<file path="src/rtl/fetch_pc_predict.sv">
// rtl/fetch_pc_predict.sv - fetch next-PC unit with 2-bit direction table, WB misprediction redirect and statistics
module fetch_pc_predict #(
    parameter int unsigned LINES    = 32,
    parameter logic [15:0] RESET_PC = 16'h0000
) (
    input  logic        clk,
    input  logic        rst_n,
    input  logic        stall_if,
    input  logic [15:0] btb_target,
    output logic [15:0] pc_if,
    output logic        pred_taken_if,
    output logic [15:0] pred_target_if,
    input  logic        is_valid_inst_wb,
    input  logic [3:0]  opcode_wb,
    input  logic [15:0] pc_wb,
    input  logic        taken_wb,
    input  logic [15:0] target_wb,
    input  logic        pred_taken_wb,
    input  logic [15:0] pred_target_wb,
    output logic        flush,
    output logic [15:0] branch_count,
    output logic [15:0] mispredict_count
);

    localparam int unsigned IDX_W = $clog2(LINES);

    localparam logic [3:0] OP_BR   = 4'b0000;
    localparam logic [3:0] OP_JMP  = 4'b1100;
    localparam logic [3:0] OP_JSR  = 4'b0100;
    localparam logic [3:0] OP_TRAP = 4'b1111;

    logic [15:0]      pc_q, pc_d;
    logic [1:0]       ctr_q [LINES];
    logic [15:0]      bc_q, bc_d;
    logic [15:0]      mc_q, mc_d;

    logic [IDX_W-1:0] if_idx;
    logic [IDX_W-1:0] wb_idx;
    logic             btb_hit;
    logic             ctrl_wb;
    logic             act_taken;
    logic [15:0]      act_next;
    logic [1:0]       ctr_wb;

    assign if_idx = pc_q[IDX_W:1];
    assign wb_idx = pc_wb[IDX_W:1];

    // The BTB reports a miss by echoing the fetch PC back.
    assign btb_hit        = (btb_target != pc_q);
    assign pred_taken_if  = btb_hit & ctr_q[if_idx][1];
    assign pred_target_if = pred_taken_if ? btb_target : pc_q + 16'd2;

    assign ctrl_wb   = is_valid_inst_wb &
                       ((opcode_wb == OP_BR)  | (opcode_wb == OP_JMP) |
                        (opcode_wb == OP_JSR) | (opcode_wb == OP_TRAP));
    assign act_taken = ctrl_wb & taken_wb;
    assign act_next  = act_taken ? target_wb : pc_wb + 16'd2;

    assign flush = is_valid_inst_wb &
                   ((pred_taken_wb != act_taken) |
                    (act_taken & (pred_target_wb != target_wb)));

    assign ctr_wb = ctr_q[wb_idx];

    always_comb begin
        pc_d = pc_q;
        bc_d = bc_q;
        mc_d = mc_q;
        // Redirect beats a stall; the pipeline controller squashes the stalled fetch.
        if (flush) begin
            pc_d = act_next;
        end else if (!stall_if) begin
            pc_d = pred_target_if;
        end
        if (ctrl_wb && (bc_q != 16'hFFFF)) begin
            bc_d = bc_q + 16'd1;
        end
        if (flush && (mc_q != 16'hFFFF)) begin
            mc_d = mc_q + 16'd1;
        end
    end

    always_ff @(posedge clk or negedge rst_n) begin
        if (!rst_n) begin
            pc_q <= RESET_PC;
            bc_q <= 16'h0000;
            mc_q <= 16'h0000;
        end else begin
            pc_q <= pc_d;
            bc_q <= bc_d;
            mc_q <= mc_d;
        end
    end

    always_ff @(posedge clk or negedge rst_n) begin
        if (!rst_n) begin
            for (int i = 0; i < int'(LINES); i++) begin
                ctr_q[i] <= 2'b01;
            end
        end else if (ctrl_wb) begin
            if (act_taken) begin
                if (ctr_wb != 2'b11) begin
                    ctr_q[wb_idx] <= ctr_wb + 2'd1;
                end
            end else if (ctr_wb != 2'b00) begin
                ctr_q[wb_idx] <= ctr_wb - 2'd1;
            end
        end
    end

    assign pc_if            = pc_q;
    assign branch_count     = bc_q;
    assign mispredict_count = mc_q;

endmodule

</file>
<file path="config.mk">
export PLATFORM = sky130hd
export DESIGN_NAME = fetch_pc_predict
export DESIGN_NICKNAME = d
export VERILOG_FILES = /design/src/rtl/fetch_pc_predict.sv
export SDC_FILE = /design/constraint.sdc
export NUM_CORES = 1
export LEC_CHECK = 0
export CORE_MARGIN = 3
export CORE_UTILIZATION = 40
export CTS_CLUSTER_DIAMETER = 40
export DETAILED_ROUTE_END_ITERATION = 10
export MAX_ROUTING_LAYER = met4
export SYNTH_ARGS = -nofsm -noshare
export SYNTH_HDL_FRONTEND = slang
export SYNTH_SLANG_ARGS = --single-unit
export TNS_END_PERCENT = 1
</file>
<file path="constraint.sdc">
create_clock -name clk -period 9.8 [get_ports clk]
set_input_delay 1.96 -clock clk [delete_from_list [all_inputs] [get_ports clk]]
set_output_delay 1.96 -clock clk [all_outputs]
set_load 0.005 [all_outputs]
</file>
==> summary.txt <==
Yosys
  • Largest area contributor in the netlist: dfrtp_1
  • Post-Synth Adder-Cell Area: 1.56%
  • Syn Area/Cell: 10.3 µm²
  • Post-synthesis simple-gate area fraction: 17.4%
  • Synth Register Bits: 112
  • Largest cells by area after synthesis: dfrtp_1, mux2_2, dfstp_2
  • Post-Syn Nets: 788
  • Top_reg_cell synth: dfrtp_1
  • Post-synthesis mux area share: 19.2%
  • Post-synth top cells: dfrtp_1, mux2_2, nand2_1
  • Number of flops mapped to enable cells by yosys: 0
  • Post-synthesis xor/xnor area fraction: 10.1%
  • Post-Synthesis Cells: 705
  • Distinct cells, synth: 62
  • Top cell type's share of synthesized area: 27.7%
  • Compound-Gate Fraction of Synth Area: 8.41%
  • Synth warnings: 0
  • Cell area after synthesis: 7230 µm²
  • Most numerous cell in the Yosys netlist: dfrtp_1
  • Main combinational cell family by area after synthesis: multiplexers
  • Part of the Yosys area used for sequential elements: 39.3%
  • Fraction of registers with async set/reset: 100%

Clock tree
  • H-tree Lvls: 3
  • Resize count post-CTS: 0
  • CTS tree: built
  • Worst-case clock buffer depth: 2
  • CTS root buf: clkbuf_16
  • Clock Pin Slew Worst Setup and Hold Paths: 0.07 ns
  • Worst skew pair latency: 0.35 ns
  • Post-CTS Setup Inserts: 0
  • TritonCTS buffer count: 9
  • Hold-fix buffers, CTS: 0
  • Clock Sinks: 112

Setup path
  • Setup crit end kind: output port
  • Critical path fanouts, max: 17
  • Worst setup SP type: input pin
  • Required time worst endpoint: 7.84 ns
  • Critical Path AT: 5.14 ns
  • Worst Path Class, Setup: in2out

Floorplanning
  • Row Count: 48
  • # IOs: 140
  • Initial Util: 41.4%
  • Die area: 19700 µm²
  • Chip Width: 140 µm
  • CORE AREA: 17500 µm²
  • Die height: 140 µm

Timing
  • Fin Setup TNS: 0 ns
  • Measured slew at the worst slew-check pin: 1.12 ns
  • RSZ-0062 raised after global routing: no
  • Crit share post-route: 72.5%
  • Max Clk Rate: 141 MHz
  • Tmin final: 7.10 ns
  • Pins Over Slew Limit: 0
  • Worst slew margin: 24.7%
  • Final setup viols: 0
  • Clock skew after layout: 0.00855 ns
  • Hold_ws: 0.504 ns
  • Final Hold Vio Count: 0

Route
  • Avg WL per Cell: 20.2 µm
  • Pre-antenna DRT Iters: 4
  • Remaining DRCs: 0
  • Total number of vias: 6008
  • Detailed-route vias per instance: 5.75
  • Antenna-violating nets left: 0
  • Final wirelength: 21.1 mm
  • Initial drt markers: 330

Placed design
  • Routability congestion estimate: 0.996
  • DP HPWL: 15.4 mm
  • DP Cell Count: 1029
  • IO buf count: 139

GRT
  • First-pass GRT wire length: 33.9 mm
  • GRT Overall Usage: 22.1%
  • Largest net degree at the start of global routing: 67
  • Initial antenna violation count: 0
  • Vias in the first global route: 6028
  • Overflow after GRT: 0

Power and ir drop
  • PwrDens: 182 nW/µm²
  • VDD IR max: 91.0 µV
  • Total power: 1.65 mW
  • P_leak: 3.70 nW

Finish
  • Post-route insts no fill: 1045
  • Layout cells sized above 1: 19.6%
  • ANT cells: 0
  • Layout Utilization: 51.8%
  • Post-layout nets: 898
  • Area Growth Syn to Fin: 25.2%

Min path
  • Worst hold path class: reg2reg

Outcome
  • Status: complete, no violations

Run
  • Max Cap Violations: 0
## final timing paths
check | start | end | slack [ns] | cells after the start
max in group asynchronous | rst_n | mispredict_count[1]$_DFFE_PN0P_ | 6.96 | 2
hold / removal | branch_count[15]$_DFFE_PN0P_ | branch_count[15]$_DFFE_PN0P_ | 0.50 | 1
min in group asynchronous | rst_n | mispredict_count[10]$_DFFE_PN0P_ | 1.70 | 1
setup reg to reg | pc_if[2]$_DFFE_PN0P_ | pc_if[0]$_DFFE_PN0P_ | 6.00 | 7
setup / recovery | target_wb[9] | flush | 2.70 | 7
hold reg to reg | branch_count[15]$_DFFE_PN0P_ | branch_count[15]$_DFFE_PN0P_ | 0.50 | 1
## cell families (layout without fill, tap and decap cells)
| group | after synthesis | after routing |
|---|---|---|
| xor+xnor | 83 | 83 |
| fa+ha+maj | 9 | 9 |
| mux | 103 | 103 |
| simple gates | 246 | 246 |
| flops | 112 | 112 |
| buf+inv | 66 | 181 |
| compound gates | 86 | 86 |
## where the power goes
part | switching, mW | internal [mW]
logic | 0.259 | 0.339
clock network | 0.178 | 0.209
registers | 0.122 | 0.545
total | 0.559 | 1.09
## per-layer routing
metal | wire (µm) | GRT usage (%) | vias up | share of wire [%]
li1 | - | - | 2801 | -
met1 | 9520 | 30.0 | 3008 | 45
met2 | 10200 | 35.5 | 187 | 48
met3 | 1180 | 4.13 | 12 | 5.6
met4 | 212 | 3.42 | 0 | 1.0
met5 | 0 | - | - | 0
## cell type report
type	instances	area, µm²
Clock buffer	10	239
Clock inverter	6	71.3
Fill cell	1578	8420
Inverter	19	73.8
Multi-Input combinational cell	527	4100
Sequential cell	112	2840
Tap cell	225	282
Timing Repair Buffer	146	1440
## cells in the final DEF (no fill, tap or decap), drive strengths merged, types with 3 or more instances in the layout
| cell | n |
|---|---|
| nor4 | 19 |
| and4 | 7 |
| a21oi | 18 |
| inv | 21 |
| a211oi | 6 |
| nand3 | 37 |
| nor2b | 3 |
| nand4 | 23 |
| o21ai | 10 |
| dfstp | 32 |
| a31oi | 10 |
| dfrtp | 80 |
| xnor2 | 32 |
| a22o | 4 |
| nand2 | 69 |
| ha | 9 |
| buf | 8 |
| xor2 | 51 |
| a32oi | 3 |
| o2111ai | 4 |
| nor3b | 4 |
| nor3 | 12 |
| nor2 | 34 |
| clkdlybuf4s50 | 138 |
| o22ai | 10 |
| and3 | 13 |
| and2 | 13 |
| mux4 | 21 |
| clkbuf | 10 |
| mux2 | 75 |
| or3 | 3 |
| mux2i | 7 |
## through the flow
| step | cell area (µm²) | setup slack, ns |
|---|---|---|
| floorplan | 7230 | 4.36 |
| global placement | 8740 | 2.90 |
| detailed placement | 8740 | 2.78 |
| CTS | 9050 | 2.79 |
| global route | 9050 | 2.55 |
| finish | 9050 | 2.70 |
## worst max-delay path, cell delays in order
cell             delay, ns
clkdlybuf4s50_1       0.49
xor2_1                0.20
nor4_1                0.79
nand3_1               0.18
o22ai_1               0.36
clkinv_1              0.55
clkdlybuf4s50_1       0.61
Power figures use the tool's default switching activity.
